===== config.mk =====
export PLATFORM = sky130hd
export DESIGN_NAME = mmio_timer
export DESIGN_NICKNAME = d
export VERILOG_FILES = /design/src/rtl/mmio_timer.sv
export SDC_FILE = /design/constraint.sdc
export NUM_CORES = 1
export LEC_CHECK = 0
export ABC_AREA = 1
export BUFFER_PORTS_ARGS = -buffer_cell sky130_fd_sc_hd__buf_2
export CORE_ASPECT_RATIO = 0.9
export CORE_MARGIN = 2
export CORE_UTILIZATION = 30
export CTS_CLUSTER_DIAMETER = 40
export DETAILED_ROUTE_END_ITERATION = 8
export PLACE_DENSITY = 0.58
export SKIP_LAST_GASP = 1
export SYNTH_ARGS = -nofsm -noshare
export SYNTH_HDL_FRONTEND = slang
export SYNTH_SLANG_ARGS = --single-unit

===== constraint.sdc =====
create_clock -name clk -period 3.4 [get_ports clk]
set_input_delay 0.34 -clock clk [delete_from_list [all_inputs] [get_ports clk]]
set_output_delay 0.34 -clock clk [all_outputs]
set_load 0.1 [all_outputs]

===== src/rtl/mmio_timer.sv =====
// Memory-mapped down-counting timer: CTRL/PRESET/COUNT window at BASE, one-shot interrupt.
// Build option: define MMIO_TIMER_AUTORELOAD_EN to make MODE=1 reload and restart after each expiry.
module mmio_timer #(
    parameter logic [31:0] BASE = 32'h0000_7F00
) (
    input  logic        clk,
    input  logic        reset,
    input  logic [31:0] addr,
    input  logic        we,
    input  logic [3:0]  byteen,
    input  logic [31:0] wdata,
    output logic [31:0] rdata,
    output logic        irq
);

`ifdef MMIO_TIMER_AUTORELOAD_EN
    localparam logic AUTORELOAD = 1'b1;
`else
    localparam logic AUTORELOAD = 1'b0;
`endif

    localparam logic [29:0] WORD_CTRL   = BASE[31:2];
    localparam logic [29:0] WORD_PRESET = BASE[31:2] + 30'd1;
    localparam logic [29:0] WORD_COUNT  = BASE[31:2] + 30'd2;

    typedef enum logic [1:0] {
        ST_IDLE = 2'd0,
        ST_LOAD = 2'd1,
        ST_CNT  = 2'd2,
        ST_INT  = 2'd3
    } state_t;

    state_t      state_r;
    logic [3:0]  ctrl_r;
    logic [31:0] preset_r;
    logic [31:0] count_r;

    logic        sel_ctrl_s;
    logic        sel_preset_s;
    logic        sel_count_s;
    logic        wr_ctrl_s;
    logic        wr_preset_s;
    logic        auto_s;
    logic [31:0] ctrl_wr_s;
    logic [31:0] preset_wr_s;
    logic        unused_s;

    function automatic logic [31:0] merge_bytes(
        input logic [31:0] old_v,
        input logic [31:0] new_v,
        input logic [3:0]  be
    );
        logic [31:0] res;
        res = old_v;
        for (int i = 0; i < 4; i++) begin
            if (be[i]) begin
                res[8*i +: 8] = new_v[8*i +: 8];
            end else begin
                res[8*i +: 8] = old_v[8*i +: 8];
            end
        end
        return res;
    endfunction

    // Address decode and byte-merged write data; a write with no lanes enabled is not a write.
    always_comb begin
        sel_ctrl_s   = (addr[31:2] == WORD_CTRL);
        sel_preset_s = (addr[31:2] == WORD_PRESET);
        sel_count_s  = (addr[31:2] == WORD_COUNT);
        wr_ctrl_s    = we & sel_ctrl_s & (|byteen);
        wr_preset_s  = we & sel_preset_s & (|byteen);
        ctrl_wr_s    = merge_bytes({28'd0, ctrl_r}, wdata, byteen);
        preset_wr_s  = merge_bytes(preset_r, wdata, byteen);
        auto_s       = AUTORELOAD & (ctrl_r[2:1] == 2'b01);
    end

    assign unused_s = ^{addr[1:0], ctrl_wr_s[31:4]};

    // Read mux reflects the registers as they stood before the coming edge.
    always_comb begin
        rdata = 32'd0;
        case (1'b1)
            sel_ctrl_s:   rdata = {28'd0, ctrl_r};
            sel_preset_s: rdata = preset_r;
            sel_count_s:  rdata = count_r;
            default:      rdata = 32'd0;
        endcase
    end

    // Interrupt comes purely from registered state and the mask bit.
    always_comb begin
        irq = ctrl_r[3] & (state_r == ST_INT);
    end

    // Timer FSM and register file; a CPU CTRL write is assigned last so it overrides the FSM's EN clear.
    always_ff @(posedge clk) begin
        if (!reset) begin
            state_r  <= ST_IDLE;
            ctrl_r   <= 4'd0;
            preset_r <= 32'd0;
            count_r  <= 32'd0;
        end else begin
            case (state_r)
                ST_IDLE: begin
                    if (ctrl_r[0]) begin
                        state_r <= ST_LOAD;
                    end else begin
                        state_r <= ST_IDLE;
                    end
                end
                ST_LOAD: begin
                    count_r <= preset_r;
                    state_r <= ST_CNT;
                end
                ST_CNT: begin
                    if (!ctrl_r[0]) begin
                        state_r <= ST_IDLE;
                    end else if (count_r > 32'd1) begin
                        count_r <= count_r - 32'd1;
                    end else begin
                        // PRESET of 0 lands here too, so it expires exactly like PRESET of 1.
                        count_r <= 32'd0;
                        state_r <= ST_INT;
                        if (!auto_s) begin
                            ctrl_r[0] <= 1'b0;
                        end
                    end
                end
                ST_INT: begin
                    if (auto_s) begin
                        state_r <= ST_LOAD;
                    end else if (wr_ctrl_s) begin
                        state_r <= ST_IDLE;
                    end else begin
                        state_r <= ST_INT;
                    end
                end
                default: begin
                    state_r <= ST_IDLE;
                end
            endcase

            if (wr_ctrl_s) begin
                ctrl_r <= ctrl_wr_s[3:0];
            end
            if (wr_preset_s) begin
                preset_r <= preset_wr_s;
            end
        end
    end

endmodule


# After elaboration in Yosys (flattened, before gate mapping)
# Index checks and enable logic that the tools add are counted.
[word_totals]
reg_bits = 70
in_bits = 71
out_inout_bits = 33
[op_classes]
add_sub_neg = 1
order_cmp = 1
n_eq_ne = 9
mux = 16
n_bitwise = 5
reduce_logical = 11
[op_table]
columns = ["cell", "count"]
rows = [
  ["32-bit two-way mux", 5],
  ["30-bit by 13-bit equality test with 1-bit output, second input constant", 3],
  ["32-bit case mux with 2 select lines", 1],
  ["32-bit by 1-bit greater-than comparator with 1-bit output, second input constant", 1],
  ["32-bit by 1-bit subtractor with 32-bit output, second input constant", 1],
  ["2-bit AND reduction", 7],
  ["2-bit case mux with 4 select lines", 1],
  ["1-bit two-way mux", 6],
  ["2-bit two-way mux", 3],
  ["1-bit AND", 5],
  ["2-bit equality test, second input constant", 2],
  ["2-bit != test, second input constant", 2],
  ["2-bit nonzero test", 2],
  ["4-bit OR reduction", 1],
  ["3-bit != test, second input constant", 1],
  ["2-bit by 1-bit equality test with 1-bit output, second input constant", 1],
  ["2-bit logical NOT", 1],
]

# Logic depth before layout (Yosys ltp)
[logic_depth]
depth_word = 5
depth_mapped = 10
depth_no_buf = 10

# Worst setup path before layout
# Ideal clock, no wire load.
[synth_path]
path_type = "input to output"
startpoint = "in addr[19]"
endpoint = "out rdata[12]"
t_arrival_ns = 3.229
required_time_ns = 3.060
slack_ns = -0.169
cell_stages = 7
path_buffers = 1
cell_sequence = "or2_4 -> nor2_4 -> nand2_4 -> nor2_4 -> nand2_1 -> buf_2 -> o21ai_0"
[synth_via]
elab_chain_len = 4
word_cells_on_any_way = 6
cone_classes = "eq/ne: 3; mux: 3"
[synth_lines]
columns = ["element", "line", "source"]
rows = [
  ["start: declaration", "8", "input logic [31:0] addr,"],
  ["30-bit by 13-bit equality test with 1-bit output", "69", "sel_count_s = (addr[31:2] == WORD_COUNT);"],
  ["32-bit two-way mux (2 in series)", "82", "case (1'b1)"],
  ["32-bit two-way mux *", "82", ""],
  ["end: declaration", "12", "output logic [31:0] rdata,"],
]
# Mark *: on every way between the ends. The rest lies on a longest branch, timed or not.

# Final worst setup path
[layout_path]
startpoint = "in addr[19]"
endpoint = "out rdata[31]"
# The elaborated chain is that of the path after synthesis.

==> results.cfg <==
[placed_design]
dpl.cell_count = 1013
placed_area_mm2 = 0.00523
hpwl_mm = 9.57
portBuffers = 101
dp_slack_ns = 0.795
place_congestion = 0.841

[setup_path]
critPathCapture = rdata[31]
slowest_delay_ns = 0.48
crit_family = simple AND/OR/NAND/NOR gates
worstPathArrival_ns = 2.26
critical_path_class = in2out
ff2ff_setup_slack_ns = 1.33
r2r-end = count_r[22]
worstPathCellList = buf_2 > or2_4 > nor2_4 > nand2_4 > clkinv_1 > nand2_2 > o22ai_1 > buf_2
critPathLaunch = addr[19]
cpMostUsedCell = buf_2
endpoint_kind = primary output
r2r_start = state_r[0]
start_kind = input pin
cp.required_ns = 3.06
crit_cells = 8
path_max_fanout = 25
critical_path_buf_inv_count = 3
ff2ff_path_depth = 7
slowest_stage = buf_2

[pwr]
leakage_nw = 2.58
power_mw = 1.79
p_per_area_mw_per_mm2 = 325
irDropWorstVdd_mv = 0.214

[clocking]
cts_tree = yes
cts_root_buf = clkbuf_16
cts_resized = 0
cts_sinks = 70
cts_hold_buf = 0
worst_skew_pair.late_latency_ns = 0.34
clockBufferDepth = 2
cts_buffers = 9
cts.clk_slew.worst_paths_ns = 0.06
post-cts-setup-buffers = 0
h-tree-depth = 3

[floorplan]
io_pins = 104
die_w_um = 134
rows = 42
coreArea_mm2 = 0.0148
die_h_um = 121
design.die.area_mm2 = 0.0163
start_util_pct = 30.9

[yosys]
ys_types = 32
seq_area_frac_synth_pct = 30.6
mappedNetlistNets = 809
synth.area.top_cells = dfxtp_1 (31%), nand2_1 (10%), inv_1 (9.4%), nor2_1 (9.4%), a21oi_1 (7.4%)
postSynthAreaPerCell_um2 = 6.23
syn-cell-area_mm2 = 0.00458
ys_ff_latch = 70
yosysWarnings = 0
netlist_instances = 736
synth_top_area_cell = dfxtp_1
yosysTopAreaCellShare_pct = 30.6

[timing]
max_freq_mhz = 384
slew-limit-headroom_pct = 45.7
fin_crit_sh_pct = 76.5
layout_setup_ws_ns = 0.798
fin_hold_ws_ns = 0.234
tightest_slew_ns = 0.814
finClkSkew_ns = 0.00533
rsz0062_at_grt = no
final.setup.tns_ns = 0
slew_viol_final = 0
hold_viol_final = 0
setup_viol = 0
fin_crit_ns = 2.60

[global_routing]
grt.overflow.total = 0
grt_use_total_pct = 16.8
grt_max_degree = 48
antenna_found_initial = 0
grt_pass1_wl_mm = 22.0
grt_pass1_vias = 4461

[route]
dr.pass1.iters = 4
drt_iter0_drc = 287
via_per_inst = 4.54
wl_mm = 13.1
post_drt_wl_per_cell_um = 12.7
drc = 0
vias = 4659
drtAntennaViolNets = 0

[finish]
fin_area_mm2 = 0.00550
postLayoutCoreUtil_pct = 37.1
fin_nets = 899
n_antenna_cell = 0
final_cell_count_no_fill = 1027
drive_gt1_share_pct = 19.3
syn2layout_area_growth_pct = 20.0

[job]
max_cap_viol_count = 0

[hold_path]
hold_path.class = in2reg

[run_status]
status = finished, final reports clean
-- cells by family (layout without fill, tap and decap cells) --
family	after synthesis	after routing	share of synthesized area, %
DFF	70	70	30.6
AOI/OAI and AO/OA	177	177	20.5
xor gates and xnor gates	11	11	2.10
buffers and inverters	149	242	13.4
adders and majority gates	2	2	0.546
and+or+nand+nor	327	327	32.9
-- metal layers --
metal  wire, um  GRT usage, %  vias to the layer above
met2       5380          25.6                      107
met3        657          3.59                       12
met5          0             0                        -
met4        148          4.14                        0
met1       6880          24.0                     2003
li1           -             -                     2537
-- flip-flops by register name (all words and copies together), names as in the netlist --
signal,flops
count_r,32
preset_r,32
ctrl_r,4
state_r,2
-- final cells by class --
type / instances / area [um2]
multi-input combinational: 517 / 2570
fill: 1676 / 9320
clock buffer: 13 / 270
clock inverter: 1 / 5.00
sequential: 70 / 1400
timing repair buffer: 108 / 558
inverter: 120 / 450
tap: 198 / 248
-- power breakdown --
part,leakage (nW),switching [mW],internal (mW)
Combinational,1.88,0.0440,0.0416
Sequential,0.563,0.000000000371,0.821
Clock,0.138,0.339,0.544
-- Yosys cell counts, drive strengths merged --
library cell and n:
ha 2, inv 119, xnor2 1, nor2 129, a21boi 2, a31oi 4, nand4 7, o211ai 1
nor3 5, o22ai 25, buf 18, clkbuf 11, nand2 134, xor2 10, a21oi 68, o21ai 77
or2 1, dfxtp 70, clkinv 1, nand3 51
-- worst reg2reg max path, cell delays in order (launching register included) --
cell and delay (ns):
dfxtp_1 0.52, nor2_1 0.14, inv_2 0.43, nor2_1 0.14, nor2_2 0.14, buf_4 0.35, a21oi_1 0.12, a21oi_1 0.17
-- cell usage in the layout, fill, tap and decap left out, drive strengths merged, types with 7 or more instances in the layout --
master    n
buf     108
xor2     10
o21ai    77
clkbuf   13
nand2   134
nand3    51
nor2    129
nand4     7
inv     119
a21oi    68
dfxtp    70
o22ai    25
-- worst min path at each step --
stage / slack (ns) / cells after the start / endpoint / start
after global routing: 0.25 / 3 / preset_r[20] / wdata[20]
after CTS: 0.23 / 3 / preset_r[11] / wdata[11]
final: 0.23 / 3 / preset_r[20] / wdata[20]
after floorplan: 0.46 / 2 / ctrl_r[0] / ctrl_r[0]
after global placement: 0.49 / 2 / ctrl_r[0] / ctrl_r[0]
after detailed placement: 0.49 / 2 / ctrl_r[0] / ctrl_r[0]
(Power assumes the default switching activity.)
